[config.mk]
export PLATFORM = sky130hd
export DESIGN_NAME = alt_ddrx_ecc_enc_arbiter
export DESIGN_NICKNAME = d
export VERILOG_FILES = /design/src/rtl/alt_ddrx_ecc_pkg.sv /design/src/rtl/alt_ddrx_ecc_enc_fifo.sv /design/src/rtl/alt_ddrx_ecc_enc_arbiter.sv
export SDC_FILE = /design/constraint.sdc
export NUM_CORES = 1
export LEC_CHECK = 0
export ABC_AREA = 1
export ABC_CLOCK_PERIOD_IN_PS = 2200
export CAP_MARGIN = 20
export CORE_UTILIZATION = 48
export CTS_CLUSTER_SIZE = 8
export DETAILED_ROUTE_END_ITERATION = 8
export GPL_ROUTABILITY_DRIVEN = 0
export PLACE_DENSITY_LB_ADDON = 0.1
export SYNTH_ARGS = -nofsm -noshare
export SYNTH_HDL_FRONTEND = slang
export SYNTH_SLANG_ARGS = --single-unit
[constraint.sdc]
create_clock -name ctl_clk -period 2.2 [get_ports ctl_clk]
set_input_delay 0.55 -clock ctl_clk [delete_from_list [all_inputs] [get_ports ctl_clk]]
set_output_delay 0.55 -clock ctl_clk [all_outputs]
set_load 0.1 [all_outputs]
[src/rtl/alt_ddrx_ecc_pkg.sv]
// rtl/alt_ddrx_ecc_pkg.sv - shared ECC constants: requester source tags and legal encoder width pairs
package alt_ddrx_ecc_pkg;

    localparam logic SRC_HOST  = 1'b0;
    localparam logic SRC_SCRUB = 1'b1;

    // Raw/encoded width pairs the encoder supports: 64->72 and 32->39 plus one pad bit
    localparam int NUM_WIDTH_PAIRS = 2;
    localparam int LEGAL_IN_W  [NUM_WIDTH_PAIRS] = '{64, 32};
    localparam int LEGAL_OUT_W [NUM_WIDTH_PAIRS] = '{72, 40};

    function automatic bit ecc_widths_legal(input int in_w, input int out_w);
        bit ok;
        ok = 1'b0;
        for (int i = 0; i < NUM_WIDTH_PAIRS; i++) begin
            if (LEGAL_IN_W[i] == in_w && LEGAL_OUT_W[i] == out_w) begin
                ok = 1'b1;
            end
        end
        return ok;
    endfunction

endpackage

[src/rtl/alt_ddrx_ecc_enc_fifo.sv]
// rtl/alt_ddrx_ecc_enc_fifo.sv - first-word fall-through FIFO for encoded words, exposes its fill count
module alt_ddrx_ecc_enc_fifo #(
    parameter int WIDTH = 73,
    parameter int DEPTH = 4,
    parameter int CNT_W = $clog2(DEPTH + 1)
) (
    input  logic             clk,
    input  logic             rst_n,
    input  logic             wr_en,
    input  logic [WIDTH-1:0] wr_data,
    input  logic             rd_en,
    output logic [WIDTH-1:0] rd_data,
    output logic             empty,
    output logic [CNT_W-1:0] count
);

    localparam int AW = $clog2(DEPTH);

    logic [WIDTH-1:0] mem_q [DEPTH];
    logic [WIDTH-1:0] mem_d [DEPTH];
    logic [AW-1:0]    wr_ptr_q, wr_ptr_d;
    logic [AW-1:0]    rd_ptr_q, rd_ptr_d;
    logic [CNT_W-1:0] count_q, count_d;
    logic             full;
    logic             wr_ok;
    logic             rd_ok;

    assign empty   = (count_q == '0);
    assign full    = (count_q == CNT_W'(DEPTH));
    assign rd_data = mem_q[rd_ptr_q];
    assign count   = count_q;

    // A write into a full FIFO is only legal when the head leaves in the same cycle
    always_comb begin
        rd_ok    = rd_en && !empty;
        wr_ok    = wr_en && (!full || rd_ok);
        mem_d    = mem_q;
        wr_ptr_d = wr_ptr_q;
        rd_ptr_d = rd_ptr_q;
        count_d  = count_q;
        if (wr_ok) begin
            mem_d[wr_ptr_q] = wr_data;
            wr_ptr_d        = wr_ptr_q + AW'(1);
        end
        if (rd_ok) begin
            rd_ptr_d = rd_ptr_q + AW'(1);
        end
        case ({wr_ok, rd_ok})
            2'b10:   count_d = count_q + CNT_W'(1);
            2'b01:   count_d = count_q - CNT_W'(1);
            default: count_d = count_q;
        endcase
    end

    // Storage is cleared on reset so the head reads zero while empty after reset
    always_ff @(posedge clk or negedge rst_n) begin
        if (!rst_n) begin
            for (int i = 0; i < DEPTH; i++) begin
                mem_q[i] <= '0;
            end
            wr_ptr_q <= '0;
            rd_ptr_q <= '0;
            count_q  <= '0;
        end else begin
            mem_q    <= mem_d;
            wr_ptr_q <= wr_ptr_d;
            rd_ptr_q <= rd_ptr_d;
            count_q  <= count_d;
        end
    end

endmodule

[src/rtl/alt_ddrx_ecc_enc_arbiter.sv]
// rtl/alt_ddrx_ecc_enc_arbiter.sv - shares one ECC encoder between host and scrub write data with credit-based output buffering
module alt_ddrx_ecc_enc_arbiter
    import alt_ddrx_ecc_pkg::*;
#(
    parameter int INPUT_DATA_WIDTH  = 64,
    parameter int OUTPUT_DATA_WIDTH = 72,
    parameter int ENC_LATENCY       = 1,
    parameter int OUT_DEPTH         = 4,
    parameter int MAX_HOST_BURST    = 8
) (
    input  logic                         ctl_clk,
    input  logic                         ctl_reset_n,
    input  logic                         host_valid,
    input  logic [INPUT_DATA_WIDTH-1:0]  host_data,
    output logic                         host_ready,
    input  logic                         scrub_valid,
    input  logic [INPUT_DATA_WIDTH-1:0]  scrub_data,
    output logic                         scrub_ready,
    output logic [INPUT_DATA_WIDTH-1:0]  enc_input_data,
    input  logic [OUTPUT_DATA_WIDTH-1:0] enc_output_data,
    output logic                         out_valid,
    output logic [OUTPUT_DATA_WIDTH-1:0] out_data,
    output logic                         out_src,
    input  logic                         out_ready,
    output logic                         scrub_starved
);

    localparam int CNT_W   = $clog2(OUT_DEPTH + 1);
    localparam int SUM_W   = $clog2(OUT_DEPTH + ENC_LATENCY + 1);
    localparam int BURST_W = 8;
    localparam int ENTRY_W = OUTPUT_DATA_WIDTH + 1;

    if (!ecc_widths_legal(INPUT_DATA_WIDTH, OUTPUT_DATA_WIDTH)) begin : g_bad_widths
        $error("alt_ddrx_ecc_enc_arbiter: unsupported data width pair");
    end

    logic [ENC_LATENCY-1:0]      tag_vld_q, tag_vld_d;
    logic [ENC_LATENCY-1:0]      tag_src_q, tag_src_d;
    logic [BURST_W-1:0]          burst_q, burst_d;
    logic [INPUT_DATA_WIDTH-1:0] enc_data_q, enc_data_d;
    logic [CNT_W-1:0]            fifo_count;
    logic [SUM_W-1:0]            inflight;
    logic                        issue_ok;
    logic                        burst_full;
    logic                        grant_host;
    logic                        grant_scrub;
    logic                        fifo_empty;
    logic [ENTRY_W-1:0]          fifo_rd_data;

    // Every issued word needs a reserved buffer slot since the encoder cannot stall
    always_comb begin
        inflight = '0;
        for (int i = 0; i < ENC_LATENCY; i++) begin
            inflight = inflight + SUM_W'(tag_vld_q[i]);
        end
        issue_ok = ctl_reset_n &&
                   ((inflight + SUM_W'(fifo_count)) < SUM_W'(OUT_DEPTH));
    end

    // Host wins unless it has used up its burst allowance while scrub waits
    always_comb begin
        burst_full     = (burst_q == BURST_W'(MAX_HOST_BURST));
        grant_host     = issue_ok && host_valid && !(scrub_valid && burst_full);
        grant_scrub    = issue_ok && scrub_valid && !grant_host;
        host_ready     = grant_host;
        scrub_ready    = grant_scrub;
        scrub_starved  = grant_scrub && host_valid && burst_full;
        enc_input_data = grant_host  ? host_data  :
                         grant_scrub ? scrub_data : enc_data_q;
        enc_data_d     = enc_input_data;
    end

    // Consecutive host grants while scrub is waiting, saturating at the limit
    always_comb begin
        burst_d = burst_q;
        if (grant_scrub || !scrub_valid) begin
            burst_d = '0;
        end else if (grant_host && !burst_full) begin
            burst_d = burst_q + BURST_W'(1);
        end
    end

    // Tags ride alongside the encoder pipeline so the tail lines up with encoder q
    always_comb begin
        tag_vld_d[0] = grant_host || grant_scrub;
        tag_src_d[0] = grant_scrub ? SRC_SCRUB : SRC_HOST;
        for (int i = 1; i < ENC_LATENCY; i++) begin
            tag_vld_d[i] = tag_vld_q[i-1];
            tag_src_d[i] = tag_src_q[i-1];
        end
    end

    // Arbitration and pipeline state
    always_ff @(posedge ctl_clk or negedge ctl_reset_n) begin
        if (!ctl_reset_n) begin
            tag_vld_q  <= '0;
            tag_src_q  <= '0;
            burst_q    <= '0;
            enc_data_q <= '0;
        end else begin
            tag_vld_q  <= tag_vld_d;
            tag_src_q  <= tag_src_d;
            burst_q    <= burst_d;
            enc_data_q <= enc_data_d;
        end
    end

    alt_ddrx_ecc_enc_fifo #(
        .WIDTH (ENTRY_W),
        .DEPTH (OUT_DEPTH),
        .CNT_W (CNT_W)
    ) u_out_fifo (
        .clk     (ctl_clk),
        .rst_n   (ctl_reset_n),
        .wr_en   (tag_vld_q[ENC_LATENCY-1]),
        .wr_data ({enc_output_data, tag_src_q[ENC_LATENCY-1]}),
        .rd_en   (out_valid && out_ready),
        .rd_data (fifo_rd_data),
        .empty   (fifo_empty),
        .count   (fifo_count)
    );

    assign out_valid = !fifo_empty;
    assign out_data  = fifo_rd_data[ENTRY_W-1:1];
    assign out_src   = fifo_rd_data[0];

endmodule

# After elaboration in Yosys (flattened, before gate mapping)
# Index checks and enable logic that the tools add are counted.
[op_classes]
add_sub_neg = 6
order_cmp = 4
n_eq_ne = 4
mux = 12
bitwise = 2
n_reduce_logical = 25
[op_table]
columns = ["cell", "count"]
rows = [
  ["292-bit bitwise mux", 1],
  ["73-bit 2-to-1 mux", 3],
  ["73-bit binary-select mux with 2-bit select", 1],
  ["73-bit demux with 2-bit select", 1],
  ["64-bit 2-to-1 mux", 2],
  ["8-bit 2-to-1 mux", 2],
  ["1-bit logical AND", 13],
  ["8-bit by 1-bit adder with 8-bit output, second input constant", 1],
  ["8-bit by 4-bit equality test with 1-bit output, second input constant", 1],
  ["3-bit >= comparator, second input constant", 2],
  ["1-bit zero test", 6],
  ["2-bit NOT with 3-bit output", 2],
  ["3-bit one-hot mux with 2 select lines", 1],
  ["2-bit by 1-bit adder with 2-bit output, second input constant", 2],
  ["2-bit nonzero test", 2],
  ["1-bit by 3-bit adder with 3-bit output", 1],
  ["3-bit by 1-bit adder with 3-bit output, second input constant", 1],
  ["3-bit equality test, second input constant", 1],
  ["3-bit zero test", 1],
  ["1-bit logical OR", 3],
  ["3-bit by 1-bit less-than comparator with 1-bit output, second input constant", 1],
  ["3-bit less-than comparator, second input constant", 1],
  ["3-bit by 1-bit subtractor with 3-bit output, second input constant", 1],
  ["2-bit by 1-bit equality test with 1-bit output, second input constant", 1],
  ["2 further kinds", 2],
]
[totals]
ff_bits = 373
inputBits = 205
out_inout_bits = 141
elab_cells = 64

# Depth between registers and ports, before layout
[logic_depth]
ltp_word = 9
mapped_depth = 11
mapped_depth_nobuf = 9

# Cells and area by module
# A second synthesis with hierarchy kept.
[hier_totals]
hier_cells = 2206
area_unflattened_um2 = 18167.4
[modules_own_cells]
columns = ["mod", "instances", "cells_each", "area_each_um2", "seq_area_each_um2"]
rows = [
  ["alt_ddrx_ecc_enc_fifo", 1, 1760, 14566.5, 7482.2],
  ["alt_ddrx_ecc_enc_arbiter", 1, 446, 3601.0, 1851.8],
]

# Least setup slack after synthesis
# No wires, ideal clock.
[synth_path]
kind = "flip-flop to output port"
from = "reg burst_q[0]"
to = "out scrub_starved"
t_arrival_ns = 2.943
t_required_ns = 1.650
setup_slack_ns = -1.293
path_stages_with_launch = 7
path_buffers = 0
cell_sequence = "dfrtp_1 > inv_1 > ha_1 > nand3_1 > nor2_1 > nand2_1 > nor3_1"
[synth_via]
elab_chain_cells = 8
[synth_rtl]
columns = ["element", "line", "source"]
rows = [
  ["from (decl)", "alt_ddrx_ecc_enc_arbiter.sv:39", "logic [BURST_W-1:0] burst_q, burst_d;"],
  ["from (signal assigned)", "alt_ddrx_ecc_enc_arbiter.sv:103", "burst_q <= burst_d;"],
  ["8-bit by 4-bit equality test with 1-bit output (*)", "alt_ddrx_ecc_enc_arbiter.sv:62", "burst_full = (burst_q == BURST_W'(MAX_HOST_BURST));"],
  ["1-bit logical AND", "alt_ddrx_ecc_enc_arbiter.sv:63", "grant_host = issue_ok && host_valid && !(scrub_valid && burst_full);"],
  ["1-bit zero test", "alt_ddrx_ecc_enc_arbiter.sv:63", ""],
  ["1-bit logical AND", "alt_ddrx_ecc_enc_arbiter.sv:63", ""],
  ["1-bit zero test", "alt_ddrx_ecc_enc_arbiter.sv:64", "grant_scrub = issue_ok && scrub_valid && !grant_host;"],
  ["1-bit logical AND", "alt_ddrx_ecc_enc_arbiter.sv:64", ""],
  ["1-bit logical AND", "alt_ddrx_ecc_enc_arbiter.sv:67", "scrub_starved = grant_scrub && host_valid && burst_full;"],
  ["1-bit logical AND (*)", "alt_ddrx_ecc_enc_arbiter.sv:67", ""],
  ["to (decl)", "alt_ddrx_ecc_enc_arbiter.sv:25", "output logic scrub_starved"],
]
# Mark *: on every way between the ends. The rest lies on a longest branch, timed or not.

# Worst setup path after layout
[layout_path]
from = "reg u_out_fifo.count_q[1] (netlist: u_out_fifo.count[1])"
to = "out enc_input_data[6]"
[layout_via]
elab_chain_cells = 9
word_cells_on_any_way = 10
[layout_rtl]
columns = ["element", "line", "source"]
rows = [
  ["from (decl)", "alt_ddrx_ecc_enc_fifo.sv:23", "logic [CNT_W-1:0] count_q, count_d;"],
  ["from (signal assigned)", "alt_ddrx_ecc_enc_fifo.sv:68", "count_q <= count_d;"],
  ["1-bit by 3-bit adder with 3-bit output (*)", "alt_ddrx_ecc_enc_arbiter.sv:57", "((inflight + SUM_W'(fifo_count)) < SUM_W'(OUT_DEPTH));"],
  ["3-bit less-than comparator (*)", "alt_ddrx_ecc_enc_arbiter.sv:57", ""],
  ["1-bit logical AND (*)", "alt_ddrx_ecc_enc_arbiter.sv:56", "issue_ok = ctl_reset_n &&"],
  ["1-bit logical AND (2 in a row)", "alt_ddrx_ecc_enc_arbiter.sv:63", ""],
  ["1-bit zero test", "alt_ddrx_ecc_enc_arbiter.sv:64", ""],
  ["1-bit logical AND", "alt_ddrx_ecc_enc_arbiter.sv:64", ""],
  ["64-bit 2-to-1 mux", "alt_ddrx_ecc_enc_arbiter.sv:69", "grant_scrub ? scrub_data : enc_data_q;"],
  ["64-bit 2-to-1 mux (*)", "alt_ddrx_ecc_enc_arbiter.sv:68", "enc_input_data = grant_host ? host_data :"],
  ["to (decl)", "alt_ddrx_ecc_enc_arbiter.sv:19", "output logic [INPUT_DATA_WIDTH-1:0] enc_input_data,"],
]
# Marks and branches as above.

==> results.yml <==
yosys:
  yosys.area.top_type: "dfrtp_1"
  synth.top_cells.by_area: "dfrtp_1 55%, mux2_2 18%, o21ai_0 4.4%"
  synth_cells: 1517
  ys_types: 27
  synth_top_area_share_pct: 55.3
  yosys_warnings: 0
  ys_seq_area_share_pct: 55.3
  ys_ff_latch: 373
  synth.avg_cell_area_um2: 11.1
  syn-num-nets: 1730
  syn_area_um2: 16900
cts:
  cts.clk_slew.worst_paths_ns: 0.05
  clock_path_buffers: 3
  cts_buffers: 52
  cts.sinks: 373
  tritoncts: "yes"
  htree_levels: 2
  clk_root_buffer_cell: "clkbuf_16"
  insertion_delay_ns: 0.58
drt:
  postRouteAntennaNets: 0
  viasPerCell: 5.76
  wire_per_inst_um: 24.5
  first_iter_violations: 794
  wl_um: 59600
  firstDrtPassIters: 5
  drc: 0
  vias: 14000
outcome:
  violations: "negative setup slack"
  status: "finished with violations"
floorplan:
  rows: 68
  die_w_um: 190
  start_util_pct: 48.9
  ios: 346
  placeableCoreArea_um2: 34500
  die-area_um2: 35900
  die_h_um: 190
grt:
  track_usage_pct: 28.5
  overflow: 0
  grt_pass1_wl_um: 79700
  antenna_found_initial: 8
  grt_max_degree: 162
  grt_pass1_vias: 14500
sta:
  slew_viol_final: 0
  hold_viol: 0
  slew_headroom_pct: 36.7
  clock.fmax_mhz: 344
  fin_crit_ns: 2.91
  rsz0062_at_grt: "yes"
  layout_setup_ws_ns: -0.710
  final.setup.tns_ns: -72.89
  worst_pin_slew_ns: 0.949
  finClkSkew_ns: 0.0119
  setup_viol: 140
  period_share_pct: 132
cells_and_area:
  most-common-layout-cells: "371 x dfrtp_1, 266 x mux2_2, 203 x clkdlybuf4s50_1, 179 x buf_12, 88 x nand2_1"
  final_common_cell: "dfrtp_1"
  syn2layout_area_growth_pct: 71.0
  drive_gt1_share_pct: 53.7
  fin_nets: 2184
placement:
  hpwl_um: 32500
  io_buffers: 345
setup_path:
  critical_path_peak_fanout: 6
  crit_arrival_ns: 2.36
  critPathRequiredTime_ns: 1.65
  cp-start-kind: "flop"
  critical_path_class: "reg -> out"
  critPathCaptureType: "output port"
job:
  cap_violations: 0
min_path:
  hold_class: "in -> async"
==> path summary, 6_finish.rpt <==
check	from	to	slack, ns	depth (start not counted)
min in group ctl_clk	u_out_fifo.mem_q[267]	u_out_fifo.mem_q[267]	0.49	1
worst max register to register	u_out_fifo.count[1]	u_out_fifo.count[2]	0.15	10
max in group asynchronous	ctl_reset_n	u_out_fifo.mem_q[24]	0.84	3
worst min register to register	u_out_fifo.mem_q[267]	u_out_fifo.mem_q[267]	0.49	1
worst max-delay path	u_out_fifo.count[1]	enc_input_data[6]	-0.71	10
worst min-delay path	ctl_reset_n	u_out_fifo.mem_q[122]	0.08	2
==> per-layer routing <==
layer | track usage, % | wire length [um] | vias up
met3 | 9.32 | 4290 | 127
met5 | 0 | 13 | -
li1 | - | - | 6190
met2 | 48.0 | 31100 | 451
met4 | 9.86 | 2230 | 2
met1 | 34.1 | 22000 | 7257
==> state kept, by name (all words and copies together), names as in the netlist <==
register and cells:
u_out_fifo.wr_ptr_q 2, tag_vld_q 1, u_out_fifo.mem_q 292, tag_src_q 1, u_out_fifo.count 3, u_out_fifo.rd_ptr_q 2, enc_data_q 64, burst_q 8
==> cell type report <==
cell class	count	area [um2]
multi-input combinational	1006	10100
sequential	373	9340
timing repair buffer	505	7290
fill	1765	5670
clock buffer	54	1330
tap	455	569
inverter	32	148
clock inverter	3	22.5
timing repair inverter	1	20.0
antenna	7	17.5
==> Yosys cell counts, drive strengths merged <==
cell    count
dfrtp     373
mux2      292
nor2      165
nand2     155
o21ai     149
nand3     139
o22ai      73
buf        62
clkbuf     44
inv        32
nand4      12
ha          7
a21oi       5
xor2        4
nor3        3
fa          1
xnor2       1
==> repair_timing <==
item                                    4_1_cts  5_1_grt
gates cloned                                  3       35
pin swaps                                     2       41
endpoints found under the setup margin      140      142
gates resized for setup                     109      422
buffers inserted                              4       39
hold buffers                                  1        0
endpoints found under the hold margin         3        0
==> through the flow <==
step	instances	worst slack, ns	util (%)	hold slack, ns	area [um2]
CTS	2358	-0.668	76.7	0.0645	26500
finish	2436	-0.710	83.6	0.0776	28900
detailed placement	2293	-0.515	71.7	0.468	24800
global placement	2293	-0.492	71.7	0.464	24800
floorplan	1517	-0.0600	-	0.254	19100
global route	2435	-0.803	83.6	0.0969	28900
==> critical path: stages (launching register included) <==
cell	delay [ns]
dfrtp_1	0.41
nand4_1	0.16
inv_2	0.06
nor2_4	0.16
nand3_4	0.19
buf_12	0.20
inv_16	0.08
clkbuf_16	0.16
nand2_4	0.07
nand3_4	0.09
buf_12	0.17
==> logic make-up after synthesis <==
family,Yosys count,synth area share [%]
AND/OR/NAND/NOR,474,12.3
AO/OA/AOI/OAI,227,7.27
multiplexers,292,19.5
flip-flops,373,55.3
adder cells (fa/ha/maj),8,0.637
buffers and inverters,138,4.77
XOR/XNOR,5,0.259
Power is left out: the tool's default activity adds up to more than one toggle a clock period on the data nets, which glitch-free logic cannot reach.
